--- src/rtl/conway_stepper_if.sv ---
// ----------------------------------------------------------------------------
// conway_stepper_if
//   Host-side bundle of the Conway stepper: serial seed loading, job control,
//   job status and the serial readout stream.
//
//   load_valid / load_data : one seed bit per cycle, accepted while idle
//   start / num_gens       : one-cycle job request and its generation count
//   out_valid / out_data   : readout bit stream, out_ready is the back-pressure
//   busy / done / gen_count: job status
//
//   master : the host (drives load, start, num_gens, out_ready)
//   slave  : the stepper
// ----------------------------------------------------------------------------
interface conway_stepper_if;
    logic        load_valid;
    logic        load_data;
    logic        start;
    logic [15:0] num_gens;
    logic        out_valid;
    logic        out_data;
    logic        out_ready;
    logic        busy;
    logic        done;
    logic [15:0] gen_count;

    modport master (
        output load_valid, load_data, start, num_gens, out_ready,
        input  out_valid, out_data, busy, done, gen_count
    );

    modport slave (
        input  load_valid, load_data, start, num_gens, out_ready,
        output out_valid, out_data, busy, done, gen_count
    );
endinterface

--- src/rtl/conway_stepper.sv ---
// ----------------------------------------------------------------------------
// conway_stepper
//   Sequencer for an external ROWS x COLS Game-of-Life cell array. A seed is
//   shifted in serially, a job loads the seed into the array (grid_rst), lets
//   it advance num_gens generations (grid_ena), snapshots the final state and
//   streams it out one bit at a time with valid/ready handshaking.
//
// Ports
//   clk       : clock, all state changes on its rising edge
//   rst       : asynchronous active-low reset
//   bus       : host bundle (seed load, start/num_gens, readout, status)
//   cells_q   : current cell states, bit r*COLS+c is cell (r,c)
//   seed      : seed vector fed to every cell's initial-state input
//   grid_rst  : one-cycle strobe loading seed into the cells
//   grid_ena  : generation-advance enable for the cells
// ----------------------------------------------------------------------------
module conway_stepper #(
    parameter int ROWS = 8,
    parameter int COLS = 8
) (
    input  logic                 clk,
    input  logic                 rst,
    conway_stepper_if.slave      bus,
    input  logic [ROWS*COLS-1:0] cells_q,
    output logic [ROWS*COLS-1:0] seed,
    output logic                 grid_rst,
    output logic                 grid_ena
);
    localparam int N     = ROWS * COLS;
    localparam int IDX_W = $clog2(N);
    localparam logic [IDX_W-1:0] LAST_IDX = IDX_W'(N - 1);

    typedef enum logic [1:0] {IDLE, APPLY, RUN, DUMP} state_t;

    state_t           state_reg;
    logic [N-1:0]     seed_reg;
    logic [N-1:0]     snap_reg;
    logic [15:0]      gens_reg;
    logic [15:0]      gen_count_reg;
    logic [IDX_W-1:0] bit_idx_reg;
    logic             grid_rst_reg;
    logic             grid_ena_reg;
    logic             out_valid_reg;
    logic             out_data_reg;
    logic             busy_reg;
    logic             done_reg;

    logic [IDX_W-1:0] bit_idx_next;
    logic [15:0]      gen_count_next;

    assign bit_idx_next   = bit_idx_reg + IDX_W'(1);
    assign gen_count_next = gen_count_reg + 16'd1;

    always_ff @(posedge clk or negedge rst) begin
        if (!rst) begin
            state_reg     <= IDLE;
            seed_reg      <= '0;
            snap_reg      <= '0;
            gens_reg      <= '0;
            gen_count_reg <= '0;
            bit_idx_reg   <= '0;
            grid_rst_reg  <= 1'b0;
            grid_ena_reg  <= 1'b0;
            out_valid_reg <= 1'b0;
            out_data_reg  <= 1'b0;
            busy_reg      <= 1'b0;
            done_reg      <= 1'b0;
        end else begin
            done_reg <= 1'b0;
            case (state_reg)
                IDLE: begin
                    // A bit arriving with start still shifts in, so the job
                    // (which loads the grid one cycle later) sees it.
                    if (bus.load_valid) begin
                        seed_reg <= {bus.load_data, seed_reg[N-1:1]};
                    end
                    if (bus.start) begin
                        state_reg     <= APPLY;
                        gens_reg      <= bus.num_gens;
                        gen_count_reg <= '0;
                        grid_rst_reg  <= 1'b1;
                        busy_reg      <= 1'b1;
                    end
                end

                APPLY: begin
                    grid_rst_reg <= 1'b0;
                    if (gens_reg == 16'd0) begin
                        // No generations: the final state is the seed itself,
                        // so snapshot it directly instead of waiting for the
                        // grid to reflect the load.
                        state_reg     <= DUMP;
                        snap_reg      <= seed_reg;
                        out_valid_reg <= 1'b1;
                        out_data_reg  <= seed_reg[0];
                        bit_idx_reg   <= '0;
                    end else begin
                        state_reg    <= RUN;
                        grid_ena_reg <= 1'b1;
                    end
                end

                RUN: begin
                    if (grid_ena_reg) begin
                        gen_count_reg <= gen_count_next;
                        if (gen_count_next == gens_reg) begin
                            grid_ena_reg <= 1'b0;
                        end
                    end else begin
                        // First cycle after the last enable: cells_q now holds
                        // the final generation.
                        state_reg     <= DUMP;
                        snap_reg      <= cells_q;
                        out_valid_reg <= 1'b1;
                        out_data_reg  <= cells_q[0];
                        bit_idx_reg   <= '0;
                    end
                end

                DUMP: begin
                    if (bus.out_ready) begin
                        if (bit_idx_reg == LAST_IDX) begin
                            state_reg     <= IDLE;
                            out_valid_reg <= 1'b0;
                            out_data_reg  <= 1'b0;
                            bit_idx_reg   <= '0;
                            busy_reg      <= 1'b0;
                            done_reg      <= 1'b1;
                        end else begin
                            bit_idx_reg  <= bit_idx_next;
                            out_data_reg <= snap_reg[bit_idx_next];
                        end
                    end
                end

                default: begin
                    state_reg <= IDLE;
                end
            endcase
        end
    end

    assign seed          = seed_reg;
    assign grid_rst      = grid_rst_reg;
    assign grid_ena      = grid_ena_reg;
    assign bus.out_valid = out_valid_reg;
    assign bus.out_data  = out_data_reg;
    assign bus.busy      = busy_reg;
    assign bus.done      = done_reg;
    assign bus.gen_count = gen_count_reg;

endmodule
--- src/flat_wrapper.sv ---
// flat-port wrapper written by rule: the top's interface ports become plain ports
module conway_stepper_flat 
#(
    parameter int ROWS = 8,
    parameter int COLS = 8
)
  (clk, rst, cells_q, seed, grid_rst, grid_ena, bus_load_valid, bus_load_data, bus_start, bus_num_gens, bus_out_ready, bus_out_valid, bus_out_data, bus_busy, bus_done, bus_gen_count);
  conway_stepper_if bus_i ();
  input  logic clk;
  input  logic rst;
  input  logic [ROWS*COLS-1:0] cells_q;
  output logic [ROWS*COLS-1:0] seed;
  output logic grid_rst;
  output logic grid_ena;
  input wire logic [$bits(bus_i.load_valid)-1:0] bus_load_valid;
  input wire logic [$bits(bus_i.load_data)-1:0] bus_load_data;
  input wire logic [$bits(bus_i.start)-1:0] bus_start;
  input wire logic [$bits(bus_i.num_gens)-1:0] bus_num_gens;
  input wire logic [$bits(bus_i.out_ready)-1:0] bus_out_ready;
  output wire logic [$bits(bus_i.out_valid)-1:0] bus_out_valid;
  output wire logic [$bits(bus_i.out_data)-1:0] bus_out_data;
  output wire logic [$bits(bus_i.busy)-1:0] bus_busy;
  output wire logic [$bits(bus_i.done)-1:0] bus_done;
  output wire logic [$bits(bus_i.gen_count)-1:0] bus_gen_count;
  assign bus_i.load_valid = bus_load_valid;
  assign bus_i.load_data = bus_load_data;
  assign bus_i.start = bus_start;
  assign bus_i.num_gens = bus_num_gens;
  assign bus_i.out_ready = bus_out_ready;
  assign bus_out_valid = bus_i.out_valid;
  assign bus_out_data = bus_i.out_data;
  assign bus_busy = bus_i.busy;
  assign bus_done = bus_i.done;
  assign bus_gen_count = bus_i.gen_count;
  conway_stepper #(.ROWS(ROWS), .COLS(COLS)) u_core (.clk(clk), .rst(rst), .bus(bus_i), .cells_q(cells_q), .seed(seed), .grid_rst(grid_rst), .grid_ena(grid_ena));
endmodule
--- config.mk ---
export PLATFORM = sky130hd
export DESIGN_NAME = conway_stepper_flat
export DESIGN_NICKNAME = d
export VERILOG_FILES = /design/src/rtl/conway_stepper_if.sv /design/src/rtl/conway_stepper.sv /design/src/flat_wrapper.sv
export SDC_FILE = /design/constraint.sdc
export NUM_CORES = 1
export LEC_CHECK = 0
export BUFFER_PORTS_ARGS = -buffer_cell sky130_fd_sc_hd__buf_2
export CORE_MARGIN = 4
export CORE_UTILIZATION = 50
export CTS_CLUSTER_DIAMETER = 100
export CTS_CLUSTER_SIZE = 25
export DETAILED_ROUTE_END_ITERATION = 6
export GPL_TIMING_DRIVEN = 0
export HOLD_SLACK_MARGIN = 0.12
export PLACE_DENSITY = 0.77
export SLEW_MARGIN = 10
export SYNTH_ARGS = -nofsm -noshare
export SYNTH_HDL_FRONTEND = slang
export SYNTH_SLANG_ARGS = --single-unit
export TNS_END_PERCENT = 50
--- constraint.sdc ---
create_clock -name clk -period 2.3 [get_ports clk]
set_clock_uncertainty 0.15 [all_clocks]
set_input_delay 0.46 -clock clk [delete_from_list [all_inputs] [get_ports clk]]
set_output_delay 0.46 -clock clk [all_outputs]
set_load 0.03 [all_outputs]
==> summary.md <==
| Metric | Value |
|---|---|
| Dpl cells | ~1100 |
| Layout cells sized above 1 | 0.3948 |
| Gr ovfl total | 0 |
| Total number of vias | about 6500 |
| FF-to-FF path depth | 7 |
| Fin area | 10670 um^2 |
| P_int | 8.272 mW |
| Hold Path Stages | 2 |
| Cell Count, Final, Fillers Out | around 1200 |
| Initial antenna violation count | 0 |
| Met3 usage | 0.05490 |
| CP max FO | 6 |
| Fin crit share | 1.020 |
| Number of flops mapped to enable cells by yosys | 0 |
| H-tree depth | 4 |
| Total Power | 13.44 mW |
| Synthesized Nets | 840 |
| CP top delay family | simple AND/OR/NAND/NOR gates |
| Clock Tree Buf Depth | 2 |
| Most Used Layer, Global Route | met2 |
| Avg Inst Size Synth | 11.35 um^2 |
| Register area share after synthesis | 0.5127 |
| CTS clk-pin slew, worst paths | 0.06 ns |
| # rows | 47 |
| RR Startpoint | u_core.bus.gen_count[0]$_DFFE_PN0P_ |
| Worst skew pair latency | 0.43 ns |
| Worst r2r dst | u_core.grid_ena$_DFFE_PN0P_ |
| Antenna-violating nets left | 0 |
| Final number of hold-violating endpoints | 0 |
| DP Worst Slack | -0.7843 ns |
| Instance area at placement | 9708 um^2 |
| Synth Warn # | 0 |
| Netlist Area Pre-Place | between 8000 and 9000 um^2 |
| Die width | 138.3 um |
| Worst reg2reg setup slack | -0.04 ns |
| Remaining DRCs | 0 |
| Starting Density | 0.5103 |
| CTS tree | done |
| Number of global-route vias before repair | 6727 |
| Crit path DAT | 2.48 ns |
| DRT iter0 DRCs | 255 |
| Failing checks | setup timing |
| CP max-delay cell | dfrtp_2 |
| Die Y | 138.3 um |
| Total GRT Usage | 0.2209 |
| Ys async rst share | 1.000 |
| Mapped Cells | 748 |
| Status | complete, but fails checks |
| Hold path endpoint | u_core.gens_reg[7]$_DFFE_PN0P_ |
| Worst slew pin tran | 0.5704 ns |
| Vias per inst | 5.513 |
| Total core area | 16640 um^2 |
| Seq cells post-synth | roughly 170 |
| Yosys cell types | 56 |
| PwrDens | 1260 nW/um^2 |
| Die area | 19140 um^2 |
| DRT Pass-1 Iters | 5 |
| Max frequency | 0.4265 GHz |
| Hold WC Path Type | in2reg |
| Post-route setup slack | -0.04493 ns |
| IO Pins | roughly 170 |
| Kind of critical path | reg2reg |
| Critical Path Source Type | flop |
| Relative slew slack | 0.6197 |
| PortBufs | around 170 |
| Primary FF master, synth | dfrtp_1 |
| Gpl congestion | 0.8796 |
| First-pass GRT wire length | 34.28 mm |
| Clk network pwr share | 0.212 |
| Met1 GRT Util | 0.2912 |
| TNS Setup | -0.07979 ns |
| Comb pwr share | 0.440 |
| Largest net degree at the start of global routing | around 110 |
| Clk sinks | around 170 |
| Worst endpoint required time | 2.44 ns |
| Max incr delay on CP | 0.45 ns |
| CP cell instances | buf_4 -> and4_2 -> and2_4 -> and3_4 -> or3_4 -> a2111oi_4 -> a31oi_1 |
| Leakage | 5.040 nW |
| Number of nets in the layout | 1044 |
| VDD IR-drop max | 0.9460 mV |
| Syn-to-layout area delta | 25.66% |
| Met2 Use GR | 0.3641 |
| Total Wirelength | 21.06 mm |
| Num CTS Buffers | 17 |
| Drt wl/cell | 17.77 um |
| Final setup viols | 2 |
| Final HPWL DP | approximately 15 mm |
| Reg power frac | 0.349 |
| Worst Min Path Start | bus_num_gens[7] |
| Final min period | 2.345 ns |
| Sw Ratio | 0.3847 |
| Fin Hold WS | 0.1354 ns |
| MaxCap Viol Count | 0 |
| Filler cell count in the final layout | 1330 |
| N_diodes | 0 |
| P_sw | 5.173 mW |
| Crit path buffers/inverters | 1 |
| Final Max Slew Viols | 0 |
| RSZ-0062 raised after global routing | yes |
| Final Util | 0.6413 |
| Root buffer cell | clkbuf_16 |
| Endpoint class of the critical path | flop |
==> per-layer routing <==
metal / vias up / wire length (um)
li1: 3105 / -
met1: 3200 / 9203
met2: 201 / 10260
met3: 27 / 1212
met4: 0 / 379
met5: - / 0
==> power by group through the flow <==
stage	clock network, mW	registers [mW]	logic [mW]
finish	2.85	4.69	5.91
global route	3.02	4.80	6.48
global placement	0	4.67	5.26
detailed placement	0	4.72	5.41
CTS	2.90	4.67	5.76
floorplan	0	4.80	3.83
==> how the worst max path moves through the flow <==
stage                                                   start                                   to  slack [ns]  depth (start not counted)
after floorplan           u_core.bus.gen_count[4]$_DFFE_PN0P_          u_core.grid_ena$_DFFE_PN0P_       -0.05                          8
after global placement                                    rst  u_core.bus.gen_count[0]$_DFFE_PN0P_       -2.39                          1
after detailed placement      u_core.state_reg[0]$_DFFE_PN0P_      u_core.snap_reg[19]$_DFFE_PN0P_       -0.78                          7
after CTS                 u_core.bus.gen_count[0]$_DFFE_PN0P_          u_core.grid_ena$_DFFE_PN0P_       -0.07                          8
after global routing        u_core.bit_idx_reg[0]$_DFFE_PN0P_      u_core.bus.out_data$_DFFE_PN0P_       -0.14                          9
final                     u_core.bus.gen_count[0]$_DFFE_PN0P_          u_core.grid_ena$_DFFE_PN0P_       -0.04                          7
==> layout make-up <==
class	count	area, um^2	area share
flip-flops and latches	174	4358	0.4083
repair buffers	192	1081	0.1013
plain buffers	41	269.0	0.02521
inverters	10	37.54	0.003517
well taps	220	275.3	0.02579
multi-input cells	516	4070	0.3814
clock buffers	19	442.9	0.04150
clock inverters	13	138.9	0.01301
==> layout by cell type (no fill, tap or decap), types with 13 or more instances in the layout <==
| cell | count |
|---|---|
| clkbuf_2 | 14 |
| mux2_2 | 80 |
| mux4_2 | 16 |
| buf_2 | 174 |
| nor2_1 | 81 |
| o21ai_0 | 26 |
| clkbuf_16 | 17 |
| buf_4 | 13 |
| xnor2_1 | 14 |
| nand2_1 | 35 |
| a21oi_1 | 72 |
| mux2i_1 | 72 |
| nand3_1 | 13 |
| dfrtp_1 | 171 |
==> synthesized netlist by cell type, drive strengths merged, types with 2 or more instances <==
| master | n | area, um^2 |
|---|---|---|
| xnor2 | 15 | 138.9 |
| mux4 | 16 | 360.4 |
| dfrtp | 174 | 4354 |
| mux2 | 80 | 900.9 |
| mux2i | 73 | 730.7 |
| and4 | 3 | 27.53 |
| a211oi | 2 | 15.01 |
| a22o | 4 | 35.03 |
| or2 | 2 | 12.52 |
| or4 | 2 | 18.77 |
| o31ai | 7 | 52.55 |
| nor3 | 4 | 20.02 |
| buf | 11 | 55.05 |
| ha | 6 | 75.07 |
| a31oi | 7 | 43.79 |
| o21ai | 36 | 180.2 |
| nand2 | 36 | 135.1 |
| a21oi | 72 | 360.4 |
| and2 | 4 | 27.53 |
| nor2b | 2 | 12.51 |
| nor4 | 5 | 31.28 |
| xor2 | 11 | 96.34 |
| nor2 | 83 | 311.6 |
| and3 | 6 | 48.80 |
| nor3b | 3 | 22.52 |
| clkbuf | 37 | 138.9 |
| o22ai | 3 | 18.77 |
| nand3 | 13 | 65.06 |
| nand2b | 3 | 18.77 |
| nand4 | 4 | 25.02 |
| a2111oi | 2 | 23.77 |
| inv | 10 | 37.53 |
==> repair_timing <==
| action | 4_1_cts | 5_1_grt |
|---|---|---|
| setup buffers | 8 | 5 |
| pin swaps | 8 | 8 |
| endpoints found under the hold margin | 74 | 0 |
| hold buffers | 7 | 0 |
| endpoints found under the setup margin | 159 | 129 |
| cloned | 1 | 0 |
| resized for setup | 59 | 36 |
==> cells by family after synthesis <==
kind of cell / Yosys count / share of synthesized area
mux: 169 / 0.2345
flops: 174 / 0.5127
compound gates: 141 / 0.09384
xor+xnor: 26 / 0.02770
buf+inv: 58 / 0.02725
fa+ha+maj: 6 / 0.008839
simple gates: 174 / 0.09517
Power figures use the tool's default switching activity.
